===== src/rtl/wimax_pkg.sv =====
// Shared WiMAX PRBS constants, burst state encoding and LFSR helpers.
// Latency: none (declarations only).
// Backpressure: not applicable.
package wimax_pkg;

   localparam int IV_W   = 15;
   localparam int TAP_LO = 13;
   localparam int TAP_HI = 14;

   typedef enum logic {
      IDLE = 1'b0,
      RUN  = 1'b1
   } burst_state_t;

   // Feedback of 1 + x^14 + x^15 taken from the current register contents.
   function automatic logic prbs_fb(input logic [IV_W-1:0] s);
      return s[TAP_LO] ^ s[TAP_HI];
   endfunction

   // One LFSR step: shift left and insert the feedback bit at the bottom.
   function automatic logic [IV_W-1:0] prbs_shift(input logic [IV_W-1:0] s);
      return {s[IV_W-2:0], prbs_fb(s)};
   endfunction

endpackage


===== src/rtl/derandomizer_if.sv =====
// Bit-serial derandomizer bus: input bits, burst control and output bits.
// Latency: none (wiring only).
// Backpressure: none; the data stream is valid-only.
interface derandomizer_if #(
   parameter int LEN_W = 16
);
   import wimax_pkg::*;

   logic             in_bits;
   logic             in_valid;
   logic [IV_W-1:0]  rand_iv;
   logic [LEN_W-1:0] burst_len;
   logic             reload;
   logic             out_bits;
   logic             out_valid;
   logic             out_last;
   logic             busy;
   logic             err_noiv;

   modport master (
      output in_bits, in_valid, rand_iv, burst_len, reload,
      input  out_bits, out_valid, out_last, busy, err_noiv
   );

   modport slave (
      input  in_bits, in_valid, rand_iv, burst_len, reload,
      output out_bits, out_valid, out_last, busy, err_noiv
   );

endinterface


===== src/rtl/wimax_prbs15.sv =====
// 15-bit 802.16 PRBS register with seed load, advance and feedback output.
// Latency: fb is combinational; the register updates on the next edge.
// Backpressure: none; advance only when the caller consumes a bit.
module wimax_prbs15
   import wimax_pkg::*;
(
   input  logic            clk,
   input  logic            reset,
   input  logic            load,
   input  logic [IV_W-1:0] seed,
   input  logic            adv,
   output logic            fb
);

   logic [IV_W-1:0] s;
   logic [IV_W-1:0] base;

   // A load in the same cycle as an advance takes its feedback from the seed,
   // so the first bit of a burst can arrive together with the reload.
   assign base = load ? seed : s;
   assign fb   = prbs_fb(base);

   // LFSR register: load the seed, step it, or hold.
   always_ff @(posedge clk or posedge reset) begin
      if (reset) begin
         s <= '0;
      end else if (load || adv) begin
         s <= adv ? prbs_shift(base) : base;
      end
   end

endmodule


===== src/rtl/derandomizer.sv =====
// Receive-side WiMAX derandomizer: XOR bits with the per-burst PRBS, count and flag burst end.
// Latency: 1 cycle, all outputs registered.
// Backpressure: none; one bit per cycle, input gaps pass through as output gaps.
module derandomizer
   import wimax_pkg::*;
#(
   parameter int LEN_W = 16
) (
   input  logic           clk,
   input  logic           reset,
   derandomizer_if.slave  bus
);

   burst_state_t     state, state_nxt;
   logic [LEN_W-1:0] count, count_nxt;
   logic             prbs_load, prbs_adv, fb;
   logic             emit, emit_last, err_set;
   logic             out_bits_q, out_valid_q, out_last_q, err_q;

   wimax_prbs15 u_prbs (
      .clk   (clk),
      .reset (reset),
      .load  (prbs_load),
      .seed  (bus.rand_iv),
      .adv   (prbs_adv),
      .fb    (fb)
   );

   // Next-state and per-bit decisions; reload always wins over a running burst.
   always_comb begin
      state_nxt = state;
      count_nxt = count;
      prbs_load = 1'b0;
      prbs_adv  = 1'b0;
      emit      = 1'b0;
      emit_last = 1'b0;
      err_set   = 1'b0;
      if (bus.reload) begin
         prbs_load = 1'b1;
         count_nxt = bus.burst_len;
         state_nxt = (bus.burst_len != '0) ? RUN : IDLE;
         if (bus.in_valid) begin
            if (bus.burst_len == '0) begin
               err_set = 1'b1;
            end else begin
               prbs_adv  = 1'b1;
               emit      = 1'b1;
               count_nxt = bus.burst_len - 1'b1;
               if (bus.burst_len == LEN_W'(1)) begin
                  emit_last = 1'b1;
                  state_nxt = IDLE;
               end
            end
         end
      end else if (bus.in_valid) begin
         if (state == RUN) begin
            prbs_adv  = 1'b1;
            emit      = 1'b1;
            count_nxt = count - 1'b1;
            if (count == LEN_W'(1)) begin
               emit_last = 1'b1;
               state_nxt = IDLE;
            end
         end else begin
            err_set = 1'b1;
         end
      end
   end

   // State and remaining-bit counter registers.
   always_ff @(posedge clk or posedge reset) begin
      if (reset) begin
         state <= IDLE;
         count <= '0;
      end else begin
         state <= state_nxt;
         count <= count_nxt;
      end
   end

   // Registered outputs; err_noiv is sticky until reset.
   always_ff @(posedge clk or posedge reset) begin
      if (reset) begin
         out_bits_q  <= 1'b0;
         out_valid_q <= 1'b0;
         out_last_q  <= 1'b0;
         err_q       <= 1'b0;
      end else begin
         out_bits_q  <= emit & (bus.in_bits ^ fb);
         out_valid_q <= emit;
         out_last_q  <= emit_last;
         err_q       <= err_q | err_set;
      end
   end

   assign bus.out_bits  = out_bits_q;
   assign bus.out_valid = out_valid_q;
   assign bus.out_last  = out_last_q;
   assign bus.err_noiv  = err_q;
   assign bus.busy      = (state == RUN);

endmodule


===== src/flat_wrapper.sv =====
// flat-port wrapper written by rule: the top's interface ports become plain ports
module derandomizer_flat import wimax_pkg::*;
#(
   parameter int LEN_W = 16
)
  (clk, reset, bus_in_bits, bus_in_valid, bus_rand_iv, bus_burst_len, bus_reload, bus_out_bits, bus_out_valid, bus_out_last, bus_busy, bus_err_noiv);
  derandomizer_if #(.LEN_W(LEN_W)) bus_i ();
  input  logic clk;
  input  logic reset;
  input wire logic [$bits(bus_i.in_bits)-1:0] bus_in_bits;
  input wire logic [$bits(bus_i.in_valid)-1:0] bus_in_valid;
  input wire logic [$bits(bus_i.rand_iv)-1:0] bus_rand_iv;
  input wire logic [$bits(bus_i.burst_len)-1:0] bus_burst_len;
  input wire logic [$bits(bus_i.reload)-1:0] bus_reload;
  output wire logic [$bits(bus_i.out_bits)-1:0] bus_out_bits;
  output wire logic [$bits(bus_i.out_valid)-1:0] bus_out_valid;
  output wire logic [$bits(bus_i.out_last)-1:0] bus_out_last;
  output wire logic [$bits(bus_i.busy)-1:0] bus_busy;
  output wire logic [$bits(bus_i.err_noiv)-1:0] bus_err_noiv;
  assign bus_i.in_bits = bus_in_bits;
  assign bus_i.in_valid = bus_in_valid;
  assign bus_i.rand_iv = bus_rand_iv;
  assign bus_i.burst_len = bus_burst_len;
  assign bus_i.reload = bus_reload;
  assign bus_out_bits = bus_i.out_bits;
  assign bus_out_valid = bus_i.out_valid;
  assign bus_out_last = bus_i.out_last;
  assign bus_busy = bus_i.busy;
  assign bus_err_noiv = bus_i.err_noiv;
  derandomizer #(.LEN_W(LEN_W)) u_core (.clk(clk), .reset(reset), .bus(bus_i));
endmodule

===== config.mk =====
export PLATFORM = sky130hd
export DESIGN_NAME = derandomizer_flat
export DESIGN_NICKNAME = d
export VERILOG_FILES = /design/src/rtl/wimax_pkg.sv /design/src/rtl/derandomizer_if.sv /design/src/rtl/wimax_prbs15.sv /design/src/rtl/derandomizer.sv /design/src/flat_wrapper.sv
export SDC_FILE = /design/constraint.sdc
export NUM_CORES = 1
export LEC_CHECK = 0
export ABC_CLOCK_PERIOD_IN_PS = 2600
export BUFFER_PORTS_ARGS = -buffer_cell sky130_fd_sc_hd__buf_2
export CAP_MARGIN = 20
export CORE_ASPECT_RATIO = 0.9
export CORE_MARGIN = 2
export CORE_UTILIZATION = 50
export CTS_CLUSTER_SIZE = 24
export DETAILED_ROUTE_END_ITERATION = 8
export PLACE_DENSITY = 0.78
export SETUP_SLACK_MARGIN = 0.1
export SLEW_MARGIN = 0
export SYNTH_ARGS = -nofsm -noshare
export SYNTH_HDL_FRONTEND = slang
export SYNTH_SLANG_ARGS = --single-unit

===== constraint.sdc =====
create_clock -name clk -period 2.6 [get_ports clk]
set_input_delay 0.52 -clock clk [delete_from_list [all_inputs] [get_ports clk]]
set_output_delay 0.52 -clock clk [all_outputs]
set_load 0.01 [all_outputs]

==> results.py <==
metrics = {
    "worst_setup_path": {
        "arrival_ns": 2.41,
        "critPathKind": "input pin to flip-flop",
        "critPathBufInv": 1,
        "cp.required_ns": 2.79,
        "crit_family": "simple AND/OR/NAND/NOR gates",
        "crit_fanout": 7,
        "endpoint_kind": "flip-flop",
        "startpoint_type": "input pin",
        "cpPeakStageDelay_ns": 0.56,
        "crit_slowest_cell": "or4b_4",
        "path_cells": "buf_2 -> or4b_4 -> or3_1 -> nor4_1 -> xnor2_1 -> mux2i_1",
    },
    "clock_tree": {
        "ctsHoldBuffers": 0,
        "insertion_delay_ns": 0.30,
        "post_cts_resized": 0,
        "cts.clk_slew.worst_paths_ns": 0.08,
        "clock_sinks": 36,
        "clockRootBuffer": "clkbuf_8",
        "cts_tree": "built",
        "htree_levels": 2,
        "postCtsSetupRepairBufs": 0,
        "cts_buffers": 5,
        "clk_path_buf_depth": 2,
    },
    "placement": {
        "place.gp.congestion": 0.929,
        "hpwlAfterDp_mm": 4.52,
        "port_buffers": 40,
        "place_ws_ns": 0.0460,
    },
    "floorplan": {
        "rows": 24,
        "die_area_mm2": 0.00557,
        "fp.coreArea_mm2": 0.00483,
        "ios": 41,
        "dieWidth_um": 78.5,
        "initial_core_util_pct": 51.6,
        "die_y_um": 71.0,
    },
    "sta": {
        "fmax_ghz": 0.450,
        "finalWorstPathRequiredPeriod_ns": 2.22,
        "tns_ns": 0,
        "maxSlewViolCount": 0,
        "fin_crit_sh_pct": 85.4,
        "rsz0062_at_grt": "false",
        "worst_pin_slew_ns": 0.827,
        "setup_viol_count_final": 0,
        "slew_headroom_pct": 44.3,
        "finalHoldViolCount": 0,
        "skew_ns": 0.00942,
        "fin_ws_ns": 0.379,
    },
    "detailed_routing": {
        "first_iter_violations": 181,
        "routed_wirelength_mm": 6.18,
        "wl_met2_mm": 2.82,
        "wl_met1_mm": 2.87,
        "met3_length_um": 394,
        "drc": 0,
        "top_layer": "met4",
        "first_pass_iters": 4,
        "post_drt_via_cell_ratio": 5.75,
        "wire_per_inst_um": 15.6,
        "antenna_left": 0,
        "vias": 2277,
    },
    "grt": {
        "grt_pass1_vias": 2155,
        "grt_use_total_pct": 23.9,
        "overflow": 0,
        "antenna_found_initial": 0,
        "grt_start_max_net_pins": 37,
        "grt_pass1_wl_mm": 10.4,
    },
    "finish": {
        "n_antenna_cell": 0,
        "area_growth_pct": 17.3,
        "final_layout_size_suffix_gt1_share_pct": 22.4,
        "fin_nets": 371,
        "fill_cells": 426,
    },
    "flow_run": {
        "maxCapViolCount": 0,
    },
    "synthesis": {
        "synth_top_area_share_pct": 36.1,
        "async_reset_ff_share_pct": 100,
        "syn_inst": 284,
        "synthTopCellsByArea": "dfrtp_1 36%, nand2_1 5.9%, xnor2_1 5.6%, xor2_1 4.6%, mux2i_1 4.4%",
        "synth_edf_count": 0,
        "synth_most_common_cell": "nand2_1",
        "synth_flop_cell": "dfrtp_1",
        "syn_nets": 325,
        "avgSynthCellArea_um2": 8.79,
        "yosysTopAreaCell": "dfrtp_1",
        "ys.warnings.count": 0,
        "synthDistinctLibCells": 46,
        "ys_seq_area_share_pct": 36.1,
        "synthTopCellsByCount": "39 x nand2_1, 36 x dfrtp_1, 22 x nor2_1, 16 x xnor2_1, 15 x a31oi_1",
        "synthesis.area_mm2": 0.00250,
        "ys_ff_latch": 36,
    },
    "power": {
        "power_leakage_uw": 0.00119,
        "ir_worst_vdd_mv": 0.267,
        "powerDensity_mw_per_mm2": 504,
    },
    "hold_path": {
        "hp-class": "input pin to asynchronous set/reset pin",
    },
    "outcome": {
        "status": "complete, no violations",
    },
}
[power by group]
| part | switching [uW] | leakage (uW) | total (uW) | internal (uW) |
|---|---|---|---|---|
| Clock | 222 | 0.0000541 | 506 | 284 |
| Combinational | 166 | 0.000722 | 302 | 136 |
| Sequential | 45.6 | 0.000418 | 668 | 622 |
| Total | 434 | 0.00119 | 1480 | 1040 |
[tightest hold or removal path: stages]
cell   delay, ns
buf_2       0.09
inv_1       0.04
buf_4       0.40
[kinds of logic (layout without fill, tap and decap cells)]
group / after synthesis / in the layout / synth area share [%]
compound gates: 60 / 60 / 17.7
xor+xnor: 29 / 29 / 10.2
fa+ha+maj: 5 / 5 / 2.51
buf+inv: 22 / 69 / 4.16
flops: 36 / 36 / 36.1
mux: 11 / 11 / 4.41
simple gates: 121 / 121 / 24.9
[path summary, 6_finish.rpt]
path	slack, ns	cells past startpoint	end	start
min in group clk	0.48	3	u_core.bus.out_bits	bus_in_bits
worst min-delay path	0.31	3	u_core.count[1]	reset
max in group asynchronous	1.96	3	u_core.u_prbs.s[10]	reset
worst max register to register	0.57	4	u_core.bus.busy	u_core.count[5]
worst min register to register	0.49	1	u_core.bus.err_noiv	u_core.bus.err_noiv
worst max-delay path	0.38	6	u_core.count[13]	bus_burst_len[2]
[layout make-up]
| type | instances | area, um2 | share of cell area [%] |
|---|---|---|---|
| flip-flops and latches | 36 | 901 | 30.8 |
| inverters | 7 | 26.3 | 0.897 |
| multi-input cells | 226 | 1490 | 50.9 |
| repair buffers | 54 | 318 | 10.9 |
| clock buffers | 5 | 68.8 | 2.35 |
| well taps | 65 | 81.3 | 2.78 |
| clock inverters | 3 | 42.5 | 1.45 |
[layer usage]
| metal | GRT usage (%) | vias to the layer above |
|---|---|---|
| met3 | 4.72 | 7 |
| met4 | 9.94 | 0 |
| met2 | 36.4 | 80 |
| li1 | - | 1106 |
| met1 | 33.5 | 1084 |
| met5 | 0 | - |
[cell usage in the layout, fill, tap and decap left out, types with 6 or more instances in the layout]
| master | netlist | routed |
|---|---|---|
| inv_1 | 7 | 7 |
| a21oi_1 | 11 | 11 |
| o21ai_0 | 6 | 6 |
| mux2i_1 | 11 | 11 |
| xnor2_1 | 16 | 16 |
| and2_1 | 13 | 13 |
| dfrtp_1 | 36 | 36 |
| a211oi_1 | 12 | 12 |
| nor2_1 | 22 | 22 |
| nand2_1 | 39 | 39 |
| a31oi_1 | 15 | 15 |
| nor3_1 | 6 | 6 |
| or3_1 | 6 | 6 |
| buf_2 | 2 | 40 |
| nor4_1 | 8 | 8 |
| buf_4 | 1 | 13 |
| nand3_1 | 6 | 6 |
| xor2_1 | 13 | 13 |
[stage by stage]
step | util (%) | hold WS, ns | instances | power [uW] | instance area, um2
2_1_floorplan | - | 0.513 | 284 | 868 | 2500
3_3_place_gp | 58.1 | 0.472 | 387 | 966 | 2810
3_5_place_dp | 58.1 | 0.469 | 387 | 976 | 2810
4_1_cts | 60.4 | 0.326 | 395 | 1480 | 2920
5_1_grt | 60.6 | 0.357 | 396 | 1550 | 2930
6_report | 60.6 | 0.312 | 396 | 1480 | 2930
[sequential cells by signal (all words and copies together), names as in the netlist]
| signal | flops |
|---|---|
| u_core.u_prbs.s | 15 |
| u_core.bus.err_noiv | 1 |
| u_core.bus.busy | 1 |
| u_core.bus.out_bits | 1 |
| u_core.bus.out_valid | 1 |
| u_core.bus.out_last | 1 |
| u_core.count | 16 |
(Power assumes the default switching activity.)
